File: src/rtl/bvshl_pkg.sv
// Shared types and the golden bvshl model for the shared shift-left evaluator.
package bvshl_pkg;

    typedef enum logic [1:0] {
        IDLE  = 2'd0,
        SHIFT = 2'd1,
        DONE  = 2'd2
    } state_t;

    localparam int unsigned REF_W = 64;

    // SMT-LIB bvshl on a w-bit vector: shift amounts >= w give zero.
    function automatic logic [REF_W-1:0] bvshl_ref(
        input logic [REF_W-1:0] a,
        input logic [REF_W-1:0] s,
        input int unsigned      w
    );
        logic [REF_W-1:0] mask;
        mask = {REF_W{1'b1}} >> (REF_W - w);
        if (s >= REF_W'(w)) begin
            return '0;
        end
        return (a << s) & mask;
    endfunction

endpackage

File: src/rtl/rr_arb2.sv
// Two-way round-robin grant; the owner updates the pointer on accept.
module rr_arb2 (
    input  logic [1:0] i_valid,
    input  logic       i_ptr,
    output logic [1:0] o_grant
);

    always_comb begin
        o_grant = 2'b00;
        case (i_valid)
            2'b01:   o_grant = 2'b01;
            2'b10:   o_grant = 2'b10;
            2'b11:   o_grant = i_ptr ? 2'b10 : 2'b01;
            default: o_grant = 2'b00;
        endcase
    end

endmodule

File: src/rtl/bvshl_eq_sched.sv
// Two requesters share one iterative shifter computing r = a << s (bvshl)
// and eq = (r == t); the result is held with the owner's id until taken.
module bvshl_eq_sched
    import bvshl_pkg::*;
#(
    parameter int unsigned W = 4
) (
    input  logic           clk,
    input  logic           rst_n,
    input  logic [1:0]     req_valid,
    output logic [1:0]     req_ready,
    input  logic [2*W-1:0] req_a,
    input  logic [2*W-1:0] req_s,
    input  logic [2*W-1:0] req_t,
    output logic           out_valid,
    input  logic           out_ready,
    output logic           out_id,
    output logic [W-1:0]   out_r,
    output logic           out_eq
);

    localparam int unsigned CW = $clog2(W + 1);
    localparam int unsigned XW = W + 1;

    state_t         r_state;
    state_t         w_state_nxt;
    logic           r_rr_ptr;
    logic [CW-1:0]  r_cnt;
    logic [W-1:0]   r_acc;
    logic [W-1:0]   r_t;
    logic           r_id;

    logic [1:0]     w_grant;
    logic           w_accept;
    logic           w_sel_id;
    logic [W-1:0]   w_sel_a;
    logic [W-1:0]   w_sel_s;
    logic [W-1:0]   w_sel_t;
    logic           w_s_big;

    rr_arb2 u_arb (
        .i_valid (req_valid),
        .i_ptr   (r_rr_ptr),
        .o_grant (w_grant)
    );

    // Payload of the granted requester; ignored unless accepted.
    assign w_accept = (r_state == IDLE) && (w_grant != 2'b00);
    assign w_sel_id = w_grant[1];
    assign w_sel_a  = w_sel_id ? req_a[2*W-1:W] : req_a[W-1:0];
    assign w_sel_s  = w_sel_id ? req_s[2*W-1:W] : req_s[W-1:0];
    assign w_sel_t  = w_sel_id ? req_t[2*W-1:W] : req_t[W-1:0];
    assign w_s_big  = XW'(w_sel_s) >= XW'(W);

    always_ff @(posedge clk or negedge rst_n) begin
        if (!rst_n) begin
            r_state <= IDLE;
        end else begin
            r_state <= w_state_nxt;
        end
    end

    always_comb begin
        w_state_nxt = r_state;
        case (r_state)
            IDLE:    if (w_accept) w_state_nxt = SHIFT;
            SHIFT:   if (r_cnt == '0) w_state_nxt = DONE;
            DONE:    if (out_ready) w_state_nxt = IDLE;
            default: w_state_nxt = IDLE;
        endcase
    end

    always_comb begin
        req_ready = 2'b00;
        if (r_state == IDLE) begin
            req_ready = w_grant;
        end
    end

    // Datapath: capture on accept, shift one bit per cycle, publish result.
    always_ff @(posedge clk or negedge rst_n) begin
        if (!rst_n) begin
            r_rr_ptr  <= 1'b0;
            r_cnt     <= '0;
            r_acc     <= '0;
            r_t       <= '0;
            r_id      <= 1'b0;
            out_valid <= 1'b0;
            out_id    <= 1'b0;
            out_r     <= '0;
            out_eq    <= 1'b0;
        end else begin
            case (r_state)
                IDLE: begin
                    if (w_accept) begin
                        r_t      <= w_sel_t;
                        r_id     <= w_sel_id;
                        r_rr_ptr <= ~w_sel_id;
                        if (w_s_big) begin
                            r_acc <= '0;
                            r_cnt <= '0;
                        end else begin
                            r_acc <= w_sel_a;
                            r_cnt <= w_sel_s[CW-1:0];
                        end
                    end
                end
                SHIFT: begin
                    if (r_cnt != '0) begin
                        r_acc <= {r_acc[W-2:0], 1'b0};
                        r_cnt <= r_cnt - CW'(1);
                    end else begin
                        out_r     <= r_acc;
                        out_eq    <= (r_acc == r_t);
                        out_id    <= r_id;
                        out_valid <= 1'b1;
                    end
                end
                DONE: begin
                    if (out_ready) begin
                        out_valid <= 1'b0;
                    end
                end
                default: begin
                    out_valid <= 1'b0;
                end
            endcase
        end
    end

endmodule
File: config.mk
export PLATFORM = sky130hd
export DESIGN_NAME = bvshl_eq_sched
export DESIGN_NICKNAME = d
export VERILOG_FILES = /design/src/rtl/bvshl_pkg.sv /design/src/rtl/rr_arb2.sv /design/src/rtl/bvshl_eq_sched.sv
export SDC_FILE = /design/constraint.sdc
export NUM_CORES = 1
export LEC_CHECK = 0
export CAP_MARGIN = 15
export CORE_ASPECT_RATIO = 0.7
export CORE_MARGIN = 5
export CORE_UTILIZATION = 42
export CTS_CLUSTER_DIAMETER = 120
export DETAILED_ROUTE_END_ITERATION = 16
export PLACE_DENSITY = 0.85
export SLEW_MARGIN = 0
export SYNTH_ARGS = -nofsm -noshare
export SYNTH_HDL_FRONTEND = slang
export SYNTH_HIERARCHICAL = 1
export SYNTH_SLANG_ARGS = --single-unit
export TNS_END_PERCENT = 30
File: constraint.sdc
create_clock -name clk -period 5.4 [get_ports clk]
set_clock_uncertainty 0.05 [all_clocks]
set_input_delay 1.08 -clock clk [delete_from_list [all_inputs] [get_ports clk]]
set_output_delay 1.08 -clock clk [all_outputs]
set_load 0.03 [all_outputs]
==> flow_summary.yaml, run 1 <==
status:
  status: "finished, final reports clean"
global_routing:
  grt_max_degree: 23
  grt_pass1_wl_mm: 4.85
  grt_pass1_vias: 1016
  track_usage_pct: 16.0
  grt_overflow_total: 0
  antenna_found_initial: 0
logic_synthesis:
  netlist_area_um2: 1210
  ys_seq_elements: 22
  postSynthAreaPerCell_um2: 9.95
  synth-seq-area-share_pct: 45.4
  synth_cells: 122
  ys.flop_type: "dfrtp_1"
  yosysTopAreaCellShare_pct: 45.4
  yosysWarnings: 6
  synth_edf_count: 0
  synth_top_area_cell: "dfrtp_1"
  syn_nets: 153
  synth.area.top_cells: "dfrtp_1 45%, mux2_2 7.4%, a31oi_1 4.1%"
  async_flop_share_pct: 100
  ys_types: 33
power:
  p_clk_share_pct: 16.7
  p_total_mw: 0.930
  peakVddDrop_uv: 303
  p_int_mw: 0.563
  powerDensity_nw_per_um2: 552
  seq_power_share_pct: 34.0
  p_leak_nw: 0.678
  comb_power_share_pct: 49.2
  netSwitchingPower_mw: 0.367
  swShare_pct: 39.4
layout:
  final_common_cell: "clkdlybuf4s50_1"
  syn_to_final_growth_pct: 38.7
  finish.utilization_pct: 60.5
  fin_nets: 191
  drive_gt1_share_pct: 11.9
  n_antenna_cell: 0
  layout_common_cells: "37 x clkdlybuf4s50_1, 22 x dfrtp_1, 10 x o21ai_0"
die:
  die_area_um2: 4080
  fp-row-count: 16
  ios: 38
  start_util_pct: 43.6
  die_y_um: 55.0
  core_area_um2: 2780
  die_width_um: 74.3
worst_setup_path:
  end_kind: "primary output"
  start_kind: "primary input"
  cp.required_ns: 4.27
  worst_ep_arrival_time_ns: 3.18
  critPathMaxFanout: 16
  crit_type: "in -> out"
sta:
  setup_viol: 0
  hold_viol_final: 0
  min_period_ns: 4.31
  drv_slew: 0
  tightest_slew_ns: 0.984
  finalSetupTns_ns: 0
  fmax_mhz: 232
  max-slew-margin-rel_pct: 34.2
  rsz0062_at_grt: "false"
  post-route-period-util_pct: 79.8
clock_network:
  cts_resized: 0
  cts.htree.levels: 1
  clock-sinks: 22
  cts_tree: "yes"
  ctsRootBufferMaster: "clkbuf_8"
  path_clk_slew_ns: 0.08
  ctsHoldBuffers: 0
  insertion_delay_ns: 0.27
  clock_path_buffers: 2
  cts_setup_buffers: 0
  cts_buffers: 3
placement:
  dp_hpwl_mm: 2.41
  portBuffers: 37
  gp_congestion: 0.808
run:
  drv_cap: 0
route:
  drcViolationCount: 0
  drtAntennaViolNets: 0
  wirelength_mm: 3.10
  avgRoutedWirePerCell_um: 15.9
  viasPerCell: 5.61
  routed-via-count: 1093
  dr.pass1.iters: 4
  drt-initial-drc-count: 98
hold_path:
  worst_hold_path_type: "reg -> reg"
==> synthesized netlist by cell type (2+ instances only) <==
cell and n:
a21oi_1 8, a22oi_1 4, a31oi_1 8, buf_2 2, clkbuf_1 3, dfrtp_1 22, ha_1 2, inv_1 6
mux2_2 8, nand2_1 7, nand2b_1 3, nor2_1 5, nor2b_1 5, nor3_1 3, nor3b_2 2, o211ai_1 5
o21ai_0 10, xnor2_1 4
==> cells by family (layout without fill, tap and decap cells) <==
kind of cell             count (synthesis)  after routing  synth area share [%]
XOR/XNOR                                 4              4                  2.89
AND/OR/NAND/NOR                         32             32                  15.3
flip-flops                              22             22                  45.4
AO/OA/AOI/OAI                           40             40                  20.4
buffers and inverters                   12             49                  4.54
multiplexers                            10             10                  9.48
adder cells (fa/ha/maj)                  2              2                  2.06
==> cell type report <==
cell class              instances  area, um2
fillers                       232       1100
multi-input cells              88        608
flip-flops and latches         22        551
repair buffers                 39        385
well taps                      36       45.0
clock buffers                   3       41.3
clock inverters                 1       30.0
inverters                       6       22.5
==> metrics by stage <==
step	hold WS, ns	cell area (um2)	cells	setup slack (ns)
3_5_place_dp	0.425	1610	191	1.10
6_report	0.437	1680	195	1.09
2_1_floorplan	0.396	1210	122	1.99
3_3_place_gp	0.410	1610	191	1.21
4_1_cts	0.444	1680	195	1.07
5_1_grt	0.456	1680	195	1.02
==> sequential cells by signal (all words and copies together), names as in the netlist <==
name       flops
r_acc          4
out_r          4
r_t            4
out_eq         1
out_valid      1
r_rr_ptr       1
r_state        2
r_cnt          3
r_id           1
out_id         1
==> worst paths after layout <==
check | start | end | slack (ns) | cells after the start
worst max-delay path | req_valid[1] | req_ready[1] | 1.09 | 5
worst min-delay path | r_id | r_id | 0.44 | 1
worst max register to register | r_cnt[0] | r_cnt[2] | 3.36 | 6
worst min register to register | r_id | r_id | 0.44 | 1
max in group asynchronous | rst_n | r_rr_ptr | 3.40 | 1
min in group asynchronous | rst_n | out_eq | 1.30 | 1
==> critical path: stages <==
cell             delay, ns
clkdlybuf4s50_1       0.48
a21boi_1              0.16
buf_4                 0.22
nor3b_2               0.45
clkdlybuf4s50_1       0.78
==> per-layer routing <==
layer,wire [um],global-route usage [%],vias up
met1,1250,19.4,519
met4,51,5.92,0
met5,0,0,-
met3,252,5.05,7
met2,1550,27.1,47
li1,-,-,520
==> power groups by stage <==
stage | sequential, mW | clock (mW) | combinational, mW
2_1_floorplan | 0.336 | 0 | 0.300
3_3_place_gp | 0.312 | 0 | 0.434
3_5_place_dp | 0.320 | 0 | 0.457
4_1_cts | 0.316 | 0.157 | 0.459
5_1_grt | 0.330 | 0.164 | 0.500
6_report | 0.316 | 0.156 | 0.458
Power figures use the tool's default switching activity.
==> inputs of run 2 (changes only) <==
--- a/config.mk
+++ b/config.mk
@@ -8,10 +8,10 @@
 export CAP_MARGIN = 15
 export CORE_ASPECT_RATIO = 0.7
 export CORE_MARGIN = 5
-export CORE_UTILIZATION = 42
+export CORE_UTILIZATION = 41
 export CTS_CLUSTER_DIAMETER = 120
 export DETAILED_ROUTE_END_ITERATION = 16
-export PLACE_DENSITY = 0.85
+export PLACE_DENSITY = 0.87
 export SLEW_MARGIN = 0
 export SYNTH_ARGS = -nofsm -noshare
 export SYNTH_HDL_FRONTEND = slang
==> constraint.sdc (replaced) <==
create_clock -name clk -period 3.9 [get_ports clk]
set_clock_uncertainty 0.05 [all_clocks]
set_input_delay 0.78 -clock clk [delete_from_list [all_inputs] [get_ports clk]]
set_output_delay 0.78 -clock clk [all_outputs]
set_load 0.03 [all_outputs]
==> run 2 against run 1 <==
Net effect: global-route usage decreased by 0.37 points; flip-flop and latch count stayed put; largest power group unchanged; sequential power rose by 38%; register-to-register slack worse by 1.6 ns.
==> flow_summary.yaml, run 2 (synthesized netlist as in run 1, its figures left out) <==
status:
  status: "finished, final reports clean"
layout:
  reg_top3: "out_r (4), r_acc (4), r_t (4)"
  final_common_cell: "clkdlybuf4s50_1"
  n_antenna_cell: 0
  syn_to_final_growth_pct: 38.5
  fin_nets: 191
  layout_common_cells: "36 x clkdlybuf4s50_1, 22 x dfrtp_1, 10 x o21ai_0"
  finish.utilization_pct: 59.5
  drive_gt1_share_pct: 12.6
die:
  start_util_pct: 43.0
  fp-row-count: 16
  die_width_um: 75.0
  die_y_um: 55.5
  ios: 38
  core_area_um2: 2820
  die_area_um2: 4170
global_routing:
  grt_pass1_wl_mm: 5.06
  use_met3_pct: 4.53
  use_met1_pct: 20.1
  grt_pass1_vias: 1072
  track_usage_pct: 15.6
  antenna_found_initial: 0
  grt_overflow_total: 0
  grt_max_degree: 23
  grt_busiest_layer: "met2"
  grtUsageMet2_pct: 25.6
sta:
  max-slew-margin-rel_pct: 34.0
  finalWorstSetupSlack_ns: 0.698
  setup_viol: 0
  tightest_slew_ns: 0.988
  hold_viol_final: 0
  drv_slew: 0
  min_period_ns: 3.20
  post-route-period-util_pct: 82.1
  finalSetupTns_ns: 0
  rsz0062_at_grt: "false"
  fmax_mhz: 312
route:
  viasPerCell: 5.57
  avgRoutedWirePerCell_um: 15.8
  drtAntennaViolNets: 0
  drcViolationCount: 0
  wirelength_mm: 3.09
  drt-initial-drc-count: 95
  dr.pass1.iters: 4
  routed-via-count: 1086
power:
  powerDensity_nw_per_um2: 765
  p_int_mw: 0.778
  peakVddDrop_uv: 443
  swShare_pct: 39.4
  netSwitchingPower_mw: 0.507
  p_clk_share_pct: 16.6
  p_leak_nw: 0.680
  seq_power_share_pct: 34.0
  comb_power_share_pct: 49.4
placement:
  gp_congestion: 0.848
  dp_hpwl_mm: 2.37
  pre_cts_ws_ns: 0.706
  portBuffers: 37
clock_network:
  path_clk_slew_ns: 0.08
  cts_tree: "yes"
  ctsRootBufferMaster: "clkbuf_8"
  ctsHoldBuffers: 0
  cts_setup_buffers: 0
  clock_path_buffers: 2
  cts.htree.levels: 1
  clock-sinks: 22
  insertion_delay_ns: 0.26
  cts_buffers: 3
  cts_resized: 0
worst_setup_path:
  critPathMaxFanout: 2
  start_kind: "primary input"
  end_kind: "primary output"
  cp.required_ns: 3.07
  crit_type: "in -> out"
  worst_ep_arrival_time_ns: 2.37
run:
  drv_cap: 0
hold_path:
  worst_hold_path_type: "reg -> reg"
==> run 2: cell types whose count changed in the layout (fill, tap and decap cells not counted) <==
| cell | change |
|---|---|
| clkdlybuf4s50_1 | -1 |
| buf_4 | +1 |
==> run 2: power groups by stage <==
| stage | Clock, mW | Combinational, mW | Sequential, mW |
|---|---|---|---|
| after floorplan | 0 | 0.416 | 0.465 |
| after global placement | 0 | 0.600 | 0.434 |
| after detailed placement | 0 | 0.629 | 0.441 |
| after CTS | 0.218 | 0.636 | 0.437 |
| after global routing | 0.227 | 0.694 | 0.454 |
| final | 0.213 | 0.635 | 0.437 |
==> run 2: final cells by class <==
type | count | area, um2
clock inverters | 1 | 30.0
well taps | 36 | 45.0
inverters | 6 | 22.5
fillers | 208 | 1140
repair buffers | 39 | 383
flip-flops and latches | 22 | 551
clock buffers | 3 | 41.3
multi-input cells | 88 | 608
==> run 2: path summary, 6_finish.rpt <==
check	cells past startpoint	endpoint	slack (ns)	from
setup / recovery	5	req_ready[0]	0.70	req_valid[0]
hold / removal	1	r_id	0.43	r_id
setup reg to reg	6	r_cnt[2]	1.77	r_cnt[0]
hold reg to reg	1	r_id	0.43	r_id
max in group asynchronous	1	r_rr_ptr	2.20	rst_n
min in group asynchronous	1	out_eq	1.00	rst_n
==> run 2: per-stage QoR <==
| stage | std cells | cell area [um2] | power [mW] | hold WS, ns |
|---|---|---|---|---|
| 5_1_grt | 195 | 1680 | 1.38 | 0.442 |
| 3_5_place_dp | 191 | 1610 | 1.07 | 0.412 |
| 4_1_cts | 195 | 1680 | 1.29 | 0.431 |
| 3_3_place_gp | 191 | 1610 | 1.03 | 0.412 |
| 6_report | 195 | 1680 | 1.29 | 0.430 |
| 2_1_floorplan | 122 | 1210 | 0.881 | 0.396 |
==> run 2: metal layers <==
layer / wire [um] / part of all wire (%)
met2: 1600 / 52
met3: 188 / 6.1
met5: 0 / 0
met4: 65 / 2.1
met1: 1240 / 40
==> run 2: critical path, stage by stage <==
cell and delay (ns):
clkdlybuf4s50_1 0.47, a21boi_0 0.25, nand2_1 0.13, inv_1 0.07, clkdlybuf4s50_1 0.66
==> inputs of run 3 (changes only) <==
==> constraint.sdc (replaced) <==
create_clock -name clk -period 2.6 [get_ports clk]
set_clock_uncertainty 0.05 [all_clocks]
set_input_delay 0.52 -clock clk [delete_from_list [all_inputs] [get_ports clk]]
set_output_delay 0.52 -clock clk [all_outputs]
set_load 0.03 [all_outputs]
==> run 3 against run 2 <==
Net effect: die area did not move; first-iteration DRC count grew 20%; sequential power is 53% higher; combinational power is 51% higher; wire length increased by 1.0%; design area is 1.6% higher; sequential share of layout area is 0.53 points lower; critical path type unchanged; largest cell class unchanged.
==> flow_summary.yaml, run 3 (synthesized netlist as in run 1, its figures left out) <==
worst_setup_path:
  worst_ep_arrival_time_ns: 1.83
  crit_slowest_cell: "clkdlybuf4s50_1"
  worstPathCellList: "clkdlybuf4s50_1 -> a21boi_1 -> nor3b_2 -> buf_4"
  cp.required_ns: 2.03
  critPathMaxStageDelay_ns: 0.47
  reg2regPathDepth: 6
  crit_type: "in -> out"
  path_delay_family: "buffers and inverters"
  r2r_slack_ns: 0.53
  start_kind: "primary input"
  end_kind: "primary output"
  path_buf_inv: 2
  critPathMaxFanout: 6
  path_depth: 4
placement:
  place_inst: 195
  pre_cts_ws_ns: 0.0387
  dp_hpwl_mm: 2.44
  portBuffers: 37
  place_area_um2: 1640
  gp_congestion: 0.887
route:
  routed-via-count: 1096
  drtAntennaViolNets: 0
  wirelength_mm: 3.12
  drt-initial-drc-count: 114
  drcViolationCount: 0
  viasPerCell: 5.51
  dr.pass1.iters: 4
  avgRoutedWirePerCell_um: 15.7
global_routing:
  track_usage_pct: 15.6
  grt_pass1_vias: 1118
  grt_max_degree: 23
  antenna_found_initial: 0
  grt_overflow_total: 0
  grt_pass1_wl_mm: 5.07
hold_path:
  worstHoldPathCells: 2
  worst_hold_path_type: "reg -> reg"
clock_network:
  clock_path_buffers: 2
  ctsHoldBuffers: 0
  cts_tree: "yes"
  insertion_delay_ns: 0.27
  cts.htree.levels: 1
  ctsRootBufferMaster: "clkbuf_8"
  cts_buffers: 3
  path_clk_slew_ns: 0.08
  cts_resized: 0
  clock-sinks: 22
  cts_setup_buffers: 0
die:
  ios: 38
  die_y_um: 55.5
  start_util_pct: 43.0
  die_width_um: 75.0
  die_area_um2: 4170
  core_area_um2: 2820
  fp-row-count: 16
sta:
  setup_viol: 0
  finalSetupTns_ns: 0
  max-slew-margin-rel_pct: 68.4
  hold_viol_final: 0
  tightest_slew_ns: 0.475
  finalWorstSetupSlack_ns: 0.202
  min_period_ns: 2.40
  post-route-period-util_pct: 92.2
  rsz0062_at_grt: "false"
  fmax_mhz: 417
  drv_slew: 0
layout:
  final_common_cell: "clkdlybuf4s50_1"
  fin_nets: 195
  nFillCells: 224
  layout.cells.non_filler: 199
  finish.instance_area_um2: 1710
  reg_top3: "out_r (4), r_acc (4), r_t (4)"
  n_antenna_cell: 0
  layout_common_cells: "35 x clkdlybuf4s50_1, 22 x dfrtp_1, 10 x o21ai_0"
  syn_to_final_growth_pct: 40.7
  drive_gt1_share_pct: 15.3
power:
  seq_power_share_pct: 34.2
  p_int_mw: 1.18
  swShare_pct: 39.6
  p_leak_nw: 0.702
  powerDensity_nw_per_um2: 1140
  p_clk_share_pct: 16.5
  comb_power_share_pct: 49.3
  netSwitchingPower_mw: 0.772
  peakVddDrop_uv: 783
  p_total_mw: 1.95
run:
  drv_cap: 0
status:
  status: "finished, final reports clean"
run 3: cell type report:
cell class,count,area (um2),share of cell area [%]
multi-input combinational,88,608,35.6
sequential,22,551,32.2
timing repair buffer,43,410,24.0
tap,36,45.0,2.64
clock buffer,3,41.3,2.42
clock inverter,1,30.0,1.76
inverter,6,22.5,1.32
run 3: path summary, 6_finish.rpt:
| path | startpoint | to |
|---|---|---|
| worst max-delay path | req_valid[1] | req_ready[1] |
| min in group asynchronous | rst_n | r_acc[0] |
| max in group asynchronous | rst_n | out_r[3] |
| worst min-delay path | out_eq | out_eq |
| worst min register to register | out_eq | out_eq |
| worst max register to register | r_cnt[0] | r_cnt[2] |
run 3: metal layers:
layer	up-vias	GRT usage (%)	wire, um
met3	9	6.70	246
met5	-	0	0
li1	526	-	-
met1	518	20.1	1340
met4	0	3.05	56
met2	43	24.3	1480
run 3: power groups by stage:
| stage | Sequential (mW) | Clock [mW] | Combinational [mW] |
|---|---|---|---|
| final | 0.668 | 0.322 | 0.962 |
| after detailed placement | 0.667 | 0 | 0.960 |
| after CTS | 0.663 | 0.330 | 0.962 |
| after global placement | 0.651 | 0 | 0.915 |
| after global routing | 0.690 | 0.341 | 1.06 |
| after floorplan | 0.697 | 0 | 0.624 |
run 3: metrics by stage:
step                util, %  hold WS, ns
floorplan                 -        0.174
global placement       58.0        0.412
detailed placement     58.0        0.424
CTS                    60.5        0.441
global route           60.5        0.467
finish                 60.5        0.430
run 3: worst register-to-register path, delay by kind of cell (launching register included):
kind	cells	cell delay, ns
flops	1	0.41
compound gates	1	0.43
fa+ha+maj	2	0.43
simple gates	1	0.28
mux	1	0.30
buf+inv	1	0.06
